## src/rtl/uart_package.sv

```systemverilog
// Shared types and constants for the UART receive path.
package uart_package;

    typedef enum logic [1:0] {
        IDLE,
        START,
        DATA,
        STOP
    } rx_state_t;

    localparam int unsigned UART_DATA_W = 8;

endpackage

```

## src/rtl/sync_fifo.sv

```systemverilog
// Single-clock FIFO with extra-MSB pointers; head reads as zero when empty.
module sync_fifo #(
    parameter int unsigned Width = 8,
    parameter int unsigned Depth = 4
) (
    input  logic             clk_i,
    input  logic             reset_ni,
    input  logic             push_i,
    input  logic             pop_i,
    input  logic [Width-1:0] wdata_i,
    output logic             full_o,
    output logic             empty_o,
    output logic [Width-1:0] head_o
);

    localparam int unsigned AddrW = $clog2(Depth);
    localparam logic [AddrW:0] PtrOne = {{AddrW{1'b0}}, 1'b1};

    logic [AddrW:0]   wr_ptr_q, wr_ptr_d;
    logic [AddrW:0]   rd_ptr_q, rd_ptr_d;
    logic [Width-1:0] mem_q [Depth];
    logic             do_push, do_pop;

    assign empty_o = (wr_ptr_q == rd_ptr_q);
    assign full_o  = (wr_ptr_q[AddrW] != rd_ptr_q[AddrW]) &&
                     (wr_ptr_q[AddrW-1:0] == rd_ptr_q[AddrW-1:0]);

    // A pop in the same cycle frees the slot a full-FIFO push needs.
    assign do_pop  = pop_i && !empty_o;
    assign do_push = push_i && (!full_o || do_pop);

    assign head_o = empty_o ? '0 : mem_q[rd_ptr_q[AddrW-1:0]];

    always_comb begin
        wr_ptr_d = wr_ptr_q;
        rd_ptr_d = rd_ptr_q;
        if (do_push) wr_ptr_d = wr_ptr_q + PtrOne;
        if (do_pop)  rd_ptr_d = rd_ptr_q + PtrOne;
    end

    always_ff @(posedge clk_i) begin
        if (!reset_ni) begin
            wr_ptr_q <= '0;
            rd_ptr_q <= '0;
        end else begin
            wr_ptr_q <= wr_ptr_d;
            rd_ptr_q <= rd_ptr_d;
        end
    end

    always_ff @(posedge clk_i) begin
        if (do_push) mem_q[wr_ptr_q[AddrW-1:0]] <= wdata_i;
    end

endmodule

```

## src/rtl/uart_rx_intr.sv

```systemverilog
// 8N1 UART receiver feeding a byte FIFO; holds intr while bytes are pending.
module uart_rx_intr
    import uart_package::*;
#(
    parameter int unsigned WAIT  = 8,
    parameter int unsigned DEPTH = 4
) (
    input  logic                   clk,
    input  logic                   reset,
    input  logic                   uart_rx,
    input  logic                   ack,
    output logic                   intr,
    output logic [UART_DATA_W-1:0] rx_data,
    output logic                   frame_err,
    output logic                   overrun
);

    localparam int unsigned CntW = $clog2(WAIT);
    localparam logic [CntW-1:0] CntFull = CntW'(WAIT - 1);
    localparam logic [CntW-1:0] CntHalf = CntW'(WAIT / 2 - 1);
    localparam logic [CntW-1:0] CntOne  = {{(CntW-1){1'b0}}, 1'b1};

    logic [1:0]             sync_q, sync_d;
    rx_state_t              state_q, state_d;
    logic [CntW-1:0]        cnt_q, cnt_d;
    logic [2:0]             idx_q, idx_d;
    logic [UART_DATA_W-1:0] shift_q, shift_d;
    logic                   frame_err_q, frame_err_d;
    logic                   overrun_q, overrun_d;
    logic                   rx_bit, fall, push, fifo_full, fifo_empty;

    // sync_q[0] is the first stage; the fall is seen as it enters the second.
    assign sync_d = {sync_q[0], uart_rx};
    assign rx_bit = sync_q[1];
    assign fall   = sync_q[1] & ~sync_q[0];

    always_comb begin
        state_d     = state_q;
        cnt_d       = cnt_q;
        idx_d       = idx_q;
        shift_d     = shift_q;
        frame_err_d = 1'b0;
        push        = 1'b0;
        unique case (state_q)
            IDLE: begin
                if (fall) begin
                    state_d = START;
                    cnt_d   = CntHalf;
                end
            end
            START: begin
                if (cnt_q == '0) begin
                    if (rx_bit) begin
                        state_d = IDLE;
                    end else begin
                        state_d = DATA;
                        cnt_d   = CntFull;
                        idx_d   = 3'd0;
                    end
                end else begin
                    cnt_d = cnt_q - CntOne;
                end
            end
            DATA: begin
                if (cnt_q == '0) begin
                    shift_d = {rx_bit, shift_q[UART_DATA_W-1:1]};
                    cnt_d   = CntFull;
                    if (idx_q == 3'd7) state_d = STOP;
                    else               idx_d   = idx_q + 3'd1;
                end else begin
                    cnt_d = cnt_q - CntOne;
                end
            end
            STOP: begin
                if (cnt_q == '0) begin
                    state_d = IDLE;
                    if (rx_bit) push        = 1'b1;
                    else        frame_err_d = 1'b1;
                end else begin
                    cnt_d = cnt_q - CntOne;
                end
            end
            default: state_d = IDLE;
        endcase
        // A push into a full FIFO only survives if ack frees a slot that cycle.
        overrun_d = overrun_q | (push & fifo_full & ~ack);
    end

    always_ff @(posedge clk) begin
        if (!reset) begin
            sync_q      <= 2'b11;
            state_q     <= IDLE;
            cnt_q       <= '0;
            idx_q       <= '0;
            shift_q     <= '0;
            frame_err_q <= 1'b0;
            overrun_q   <= 1'b0;
        end else begin
            sync_q      <= sync_d;
            state_q     <= state_d;
            cnt_q       <= cnt_d;
            idx_q       <= idx_d;
            shift_q     <= shift_d;
            frame_err_q <= frame_err_d;
            overrun_q   <= overrun_d;
        end
    end

    sync_fifo #(
        .Width (UART_DATA_W),
        .Depth (DEPTH)
    ) u_fifo (
        .clk_i    (clk),
        .reset_ni (reset),
        .push_i   (push),
        .pop_i    (ack),
        .wdata_i  (shift_q),
        .full_o   (fifo_full),
        .empty_o  (fifo_empty),
        .head_o   (rx_data)
    );

    assign intr      = ~fifo_empty;
    assign frame_err = frame_err_q;
    assign overrun   = overrun_q;

endmodule

```

## config.mk

```make
export PLATFORM = sky130hd
export DESIGN_NAME = uart_rx_intr
export DESIGN_NICKNAME = d
export VERILOG_FILES = /design/src/rtl/uart_package.sv /design/src/rtl/sync_fifo.sv /design/src/rtl/uart_rx_intr.sv
export SDC_FILE = /design/constraint.sdc
export NUM_CORES = 1
export LEC_CHECK = 0
export BUFFER_PORTS_ARGS = -buffer_cell sky130_fd_sc_hd__buf_2
export CORE_ASPECT_RATIO = 0.75
export CORE_MARGIN = 2
export CORE_UTILIZATION = 45
export DETAILED_ROUTE_END_ITERATION = 16
export GPL_ROUTABILITY_DRIVEN = 0
export PLACE_DENSITY = 0.67
export SYNTH_ARGS = -nofsm -noshare
export SYNTH_HDL_FRONTEND = slang
export SYNTH_HIERARCHICAL = 1
export SYNTH_SLANG_ARGS = --single-unit
```

## constraint.sdc

```tcl
create_clock -name clk -period 2.65 [get_ports clk]
set_clock_uncertainty 0.1 [all_clocks]
set_input_delay 0.1325 -clock clk [delete_from_list [all_inputs] [get_ports clk]]
set_output_delay 0.1325 -clock clk [all_outputs]
set_load 0.03 [all_outputs]
```

==> results of run 1 <==
cells in the final DEF, fill, tap and decap left out, types with 3 or more instances in the layout:
cell,synthesis,final
inv_1,11,11
nor2_1,4,4
nor3_1,4,4
a21oi_1,15,15
bufinv_16,0,4
mux4_2,8,8
mux2i_1,8,8
nand2_1,28,28
xor2_1,3,3
xnor2_1,3,3
dfxtp_1,28,28
ha_1,14,14
nor2b_1,8,8
buf_2,3,14
and2_1,3,3
edfxtp_1,32,32
nand3_1,7,7
nand2b_1,5,5
clkbuf_8,0,9
state kept, by name, indices dropped and copies added (netlist names), named ones only:
name / count
frame_err: 1
state_q: 1
idx_q: 3
u_fifo/wr_ptr_q: 3
u_fifo/rd_ptr_q: 3
sync_q: 2
overrun: 1
shift_q: 8
cnt_q: 3
u_fifo/mem_q: 32
power breakdown:
part / switching [W] / internal, W
clock: 0.000338 / 0.000719
combinational: 0.000110 / 0.0000725
sequential: 0.0000138 / 0.000985
metal layers:
layer,track usage,vias to the layer above,part of all wire
met1,0.210,776,0.50
met3,0.0575,5,0.043
li1,-,824,-
met5,0,-,0
met4,0.0588,0,0.0084
met2,0.230,26,0.45
final cells by class:
cell class | instances | area share
flip-flops and latches | 60 | 0.494
inverters | 11 | 0.0134
clock inverters | 5 | 0.0406
clock buffers | 11 | 0.0426
multi-input cells | 137 | 0.347
well taps | 78 | 0.0317
repair buffers | 17 | 0.0308
stage by stage:
step / area [sq um] / worst slack, ps
after floorplan: 2660 / 647
after global placement: 2820 / 635
after detailed placement: 2820 / 559
after CTS: 3080 / 435
after global routing: 3080 / 351
final: 3080 / 499
synthesized netlist by cell type, types with 2 or more instances:
master,count
nand4b_1,2
o2111a_1,2
a31oi_1,2
buf_2,3
and3_1,2
xor2_1,3
mux4_2,8
nand2_1,28
inv_1,11
mux2i_1,8
dfxtp_1,28
or2_2,2
nor3_1,4
clkbuf_1,2
nand3_1,7
nand2b_1,5
edfxtp_1,32
a21o_1,2
ha_1,14
nor2b_1,8
xnor2_1,3
nor2_1,4
a21oi_1,15
and2_1,3
cell families after synthesis:
| group | Yosys count |
|---|---|
| buffers and inverters | 17 |
| muxes | 16 |
| and+or+nand+nor | 69 |
| adders and majority gates | 14 |
| DFF | 60 |
| AOI/OAI and AO/OA | 32 |
| xor gates and xnor gates | 6 |
timing repair:
| item | in CTS | in global routing |
|---|---|---|
| hold endpoints to repair | 1 | 0 |
| hold buffers | 1 | 0 |
| endpoints found under the setup margin | 0 | 0 |
path summary, 6_finish.rpt:
kind             start                  to  slack [ps]  cells past startpoint
max          flip-flop          rx_data[5]         500                      3
max reg2reg   cnt_q[0]  u_fifo/mem_q[1][3]         560                      6
min reg2reg  sync_q[0]           sync_q[1]         350                      1
min              reset           sync_q[1]          60                      2
==> results.ini, run 1 <==
[outcome]
outcome = finished, final reports clean

[sta]
tightest_slew_ps = 690
clock.fmax_mhz = 465
setup_viol = 0
slew_violations = 0
hold_viol = 0
hold_slack_ps = 60.6
setup-tns-final_ps = 0
period_needed_ps = 2150
fin_crit_sh = 0.812
relSlewSlack = 0.537
grt_setup_unrepaired = no

[clock_network]
cts.clk_slew.worst_paths_ps = 60
cts_resized = 0
cts_buffers = 9
clock-sinks = 60
cts_tree = yes
cts_buffer_depth = 2
post_cts_buffers = 0
clk_latency_ps = 330
h-tree-depth = 3
cts_root_buffer = clkbuf_8

[detailed_routing]
dr_total_vias = 1631
drt-vias-per-instance = 5.11
drc_errors = 0
ant_nets = 0
drt_iter0_drc = 66
first_pass_iters = 4
wl_mm = 4.52
avgRoutedWirePerCell_microns = 14.2

[yosys]
ys_top_cells_by_area = edfxtp_1, dfxtp_1, mux4_2, ha_1, nand2_1
synthMuxAreaShare = 0.0978
synth_seq_cells = 60
syn_area_sq_um = 2660
synthAdderAreaFrac = 0.0659
synth_cells = 214
synth_ff_type = edfxtp_1
ys_types = 40
synth_top_cell_by_area = edfxtp_1
synthXorXnorAreaFrac = 0.0198
yosysSeqAreaShare = 0.572
synth_top_family_by_area = simple AND/OR/NAND/NOR gates
async_reset_ff_frac = 0
syn_avg_cell_area_sq_um = 12.4
synthesis.nets = 232
synth_edf_count = 32
synthSimpleGateAreaFrac = 0.135
ys_warn_count = 6
synth_compound_gate_area_share = 0.0842
synth_top_area_share = 0.361

[finish]
fill_cells = 526
multi_input_area_sq_um = 1070
fin_cells = 319
register_area_sq_um = 1520
num_antenna_cells = 0
syn2layout_area_growth_pct = 15.9
drive_above_1_share = 0.178
final_nets = 254
final_util = 0.535

[power]
power_density_nw_per_um2 = 726
leakagePower_nw = 1.17
max-vdd-ir-drop_uv = 462
finalPower_w = 0.00224

[setup_path]
cpMaxStageDelayCell = dfxtp_1
crit_chain = mux4_2 -> nor2b_1 -> buf_2
crit_buf_inv = 1
crit_type = flip-flop to output port
crit_path_end_kind = output port
required_ps = 2420
cp_max_fo = 8
arrival_ps = 1920
cp-start-kind = flip-flop
max_stage_delay_ps = 660
cpLargestDelayFamily = flip-flops

[grt]
grt_max_degree = 21
grt_usage = 0.155
grt_pass1_wl_mm = 7.68
overflow = 0
antenna_found_initial = 0
grt_pass1_vias = 1594

[placed_design]
dp_cells = 302
hpwlAfterDp_mm = 3.13
io_buffers = 14

[die]
die_x_microns = 92.8
fp-row-count = 24
die_h_microns = 70.6
ios = 15
core_sq_um = 5770
start_util = 0.461
dieArea_sq_um = 6550

[run]
cap_violations = 0

[worst_hold_path]
worstHoldPathType = primary input to flip-flop

No activity file was read; power rests on OpenSTA's default activity.
==> inputs of run 2 (changes only) <==
- ABC_AREA: not set -> 1
- PLACE_DENSITY: 0.67 -> 0.69
- clock period: 2.65 -> 1.9 ns (I/O delays scaled with it)
==> run 2 against run 1 <==
Net effect: worst hold slack improved by 280 ps; count of clock-buffer cells in the layout did not move; area after synthesis rose by 4.8%; clock power rose by 13%; non-clock buffer count rose by 10; critical path type unchanged; routed wire length rose by 19%; first-iteration DRC count rose by 110%; via count rose by 24%; synthesized cell count rose by 41%; global-route usage rose by 2.1 points.
==> results.ini, run 2 <==
[finish]
final_util = 0.547  ; +0.0125
syn2layout_area_growth_pct = 15.5
num_antenna_cells = 0  ; unchanged
multi_input_area_sq_um = 1050  ; -1.9%
final_cell_mix = nand2_1, nor2_1, inv_1
layout_commonest_cell = nand2_1
fill_cells = 541  ; +2.9%
final_nets = 350  ; +38%
largest_reg_flops = 32  ; unchanged
fin_cells = 415  ; +30%
register_area_sq_um = 1520  ; +0.16%
drive_above_1_share = 0.190  ; +0.0115

[detailed_routing]
dr_total_vias = 2029  ; +24%
drt-vias-per-instance = 4.89  ; -4.4%
wl_met1_mm = 2.59  ; +15%
top_layer = met4
first_pass_iters = 5  ; +1
route.met2.wl_mm = 2.36  ; +16%
wl_met3_microns = 345  ; +77%
wl_mm = 5.37  ; +19%
avgRoutedWirePerCell_microns = 12.9  ; -8.7%
drc_errors = 0  ; unchanged
ant_nets = 0  ; unchanged
drt_iter0_drc = 140  ; +110%

[power]
leakagePower_nw = 1.41  ; +21%
power_density_nw_per_um2 = 1350  ; +85%
max-vdd-ir-drop_uv = 750  ; +62%

[clock_network]
cts.clk_slew.worst_paths_ps = 60  ; about the same
cts_root_buffer = clkbuf_8
cts_buffer_depth = 2  ; unchanged
clk_latency_ps = 330  ; about the same
cts_buffers = 9  ; unchanged
h-tree-depth = 3  ; unchanged
cts_tree = yes
clock-sinks = 60  ; unchanged

[sta]
hold_slack_ps = 346  ; +285 ps
tightest_slew_ps = 385  ; -306 ps
period_needed_ps = 1740
hold_viol = 0  ; unchanged
clock.fmax_mhz = 576
slew_violations = 0  ; unchanged
setup-tns-final_ps = 0  ; unchanged
relSlewSlack = 0.743  ; +0.206
setup_viol = 0  ; unchanged
timing.final.ws_setup_ps = 164  ; -335 ps
fin_crit_sh = 0.913

[yosys]
synth_cells = 302  ; +41%
synth_top_area_share = 0.345  ; -0.0167
synth_ff_type = edfxtp_1
synth_edf_count = 32  ; unchanged
synth_seq_cells = 60  ; unchanged
synthesis.nets = 320  ; +38%
ys_types = 29  ; -28%
yosysSeqAreaShare = 0.546  ; -0.0264
synthTopCellsByCount = nand2_1, nor2_1, inv_1
synth_most_common_cell = nand2_1
syn_area_sq_um = 2790  ; +4.8%
synth_top_cell_by_area = edfxtp_1
ys_warn_count = 6  ; unchanged
ys_top_cells_by_area = edfxtp_1, dfxtp_1, nand2_1, nor2_1, ha_1
async_reset_ff_frac = 0  ; unchanged
syn_avg_cell_area_sq_um = 9.23  ; -26%

[setup_path]
reg2reg_depth = 9  ; +3
cp-start-kind = flip-flop
r2r-end = u_fifo/mem_q[0][2]
crit_end = rx_data[4]
crit_path_end_kind = output port
crit_type = flip-flop to output port
cp_max_fo = 16  ; +8
r2r-start = cnt_q[0]
required_ps = 1700  ; -720 ps
arrival_ps = 1540  ; -380 ps
rrSetupSlack_ps = 190  ; -370 ps

[placed_design]
place_ws_ps = 121  ; -438 ps
dp_cells = 394  ; +30%
hpwlAfterDp_mm = 3.86  ; +23%
io_buffers = 14  ; unchanged

[grt]
antenna_found_initial = 0  ; unchanged
grt_max_degree = 17  ; -19%
grt_pass1_vias = 1836  ; +15%
grt_usage = 0.176  ; +0.0210
grt_pass1_wl_mm = 8.82  ; +15%
overflow = 0  ; unchanged

[worst_hold_path]
worstHoldPathType = flip-flop to flip-flop

[die]
fp-row-count = 24  ; unchanged
core_sq_um = 5890  ; +2.1%
die_h_microns = 72.2  ; +2.3%
dieArea_sq_um = 6850  ; +4.6%
ios = 15  ; unchanged
die_x_microns = 94.9  ; +2.3%
start_util = 0.474  ; +0.0125

[outcome]
outcome = finished, final reports clean

[run]
cap_violations = 0  ; unchanged

==> run 2: worst min path at each step <==
stage                   start        end  slack [ps]  depth (start not counted)
finish              sync_q[0]  sync_q[1]         350                          2
global route        sync_q[0]  sync_q[1]         380                          2
CTS                 sync_q[0]  sync_q[1]         350                          2
detailed placement    uart_rx  sync_q[0]         190                          2
global placement      uart_rx  sync_q[0]         180                          2
floorplan               reset  sync_q[1]          60                          1
==> run 2: kinds of logic after synthesis <==
logic type,after synthesis,share of synthesized area
simple gates,139,0.221
flops,60,0.546
buf+inv,50,0.0821
compound gates,36,0.0763
fa+ha+maj,14,0.0628
xor+xnor,3,0.0121
==> run 2: per-layer routing <==
layer	GRT usage	vias up
met5	0	-
met4	0.0676	0
met3	0.0748	9
met2	0.253	47
met1	0.238	930
li1	-	1043
==> run 2: repair_timing <==
| action | in CTS | in global routing |
|---|---|---|
| resized for setup | 0 | 6 |
| endpoints found under the hold margin | 5 | 0 |
| setup endpoints to repair | 0 | 41 |
| buffers inserted | 0 | 2 |
| hold buffers | 3 | 0 |
==> run 2: where the power goes <==
| part | total (W) | leakage (nW) | internal, W | switching, W |
|---|---|---|---|---|
| registers | 0.00158 | 0.525 | 0.00148 | 0.000105 |
| logic | 0.00155 | 0.789 | 0.000547 | 0.00101 |
| clock network | 0.00120 | 0.101 | 0.000732 | 0.000468 |
==> run 2: per-stage QoR <==
step	instance area, sq um	total power (W)
floorplan	2790	0.00293
global placement	2950	0.00308
detailed placement	2950	0.00313
CTS	3190	0.00434
global route	3220	0.00469
finish	3220	0.00433
==> run 2: area by class of cell <==
class | count | area share
inverters | 42 | 0.0501
well taps | 78 | 0.0303
clock buffers | 11 | 0.0408
repair buffers | 27 | 0.0556
multi-input cells | 192 | 0.326
clock inverters | 5 | 0.0237
flip-flops and latches | 60 | 0.473
==> run 2: critical path: stages, from the launching register on <==
cell,delay [ps]
dfxtp_1,360
buf_6,170
nor2_1,60
o32ai_1,280
nand2_1,90
inv_1,60
buf_2,180
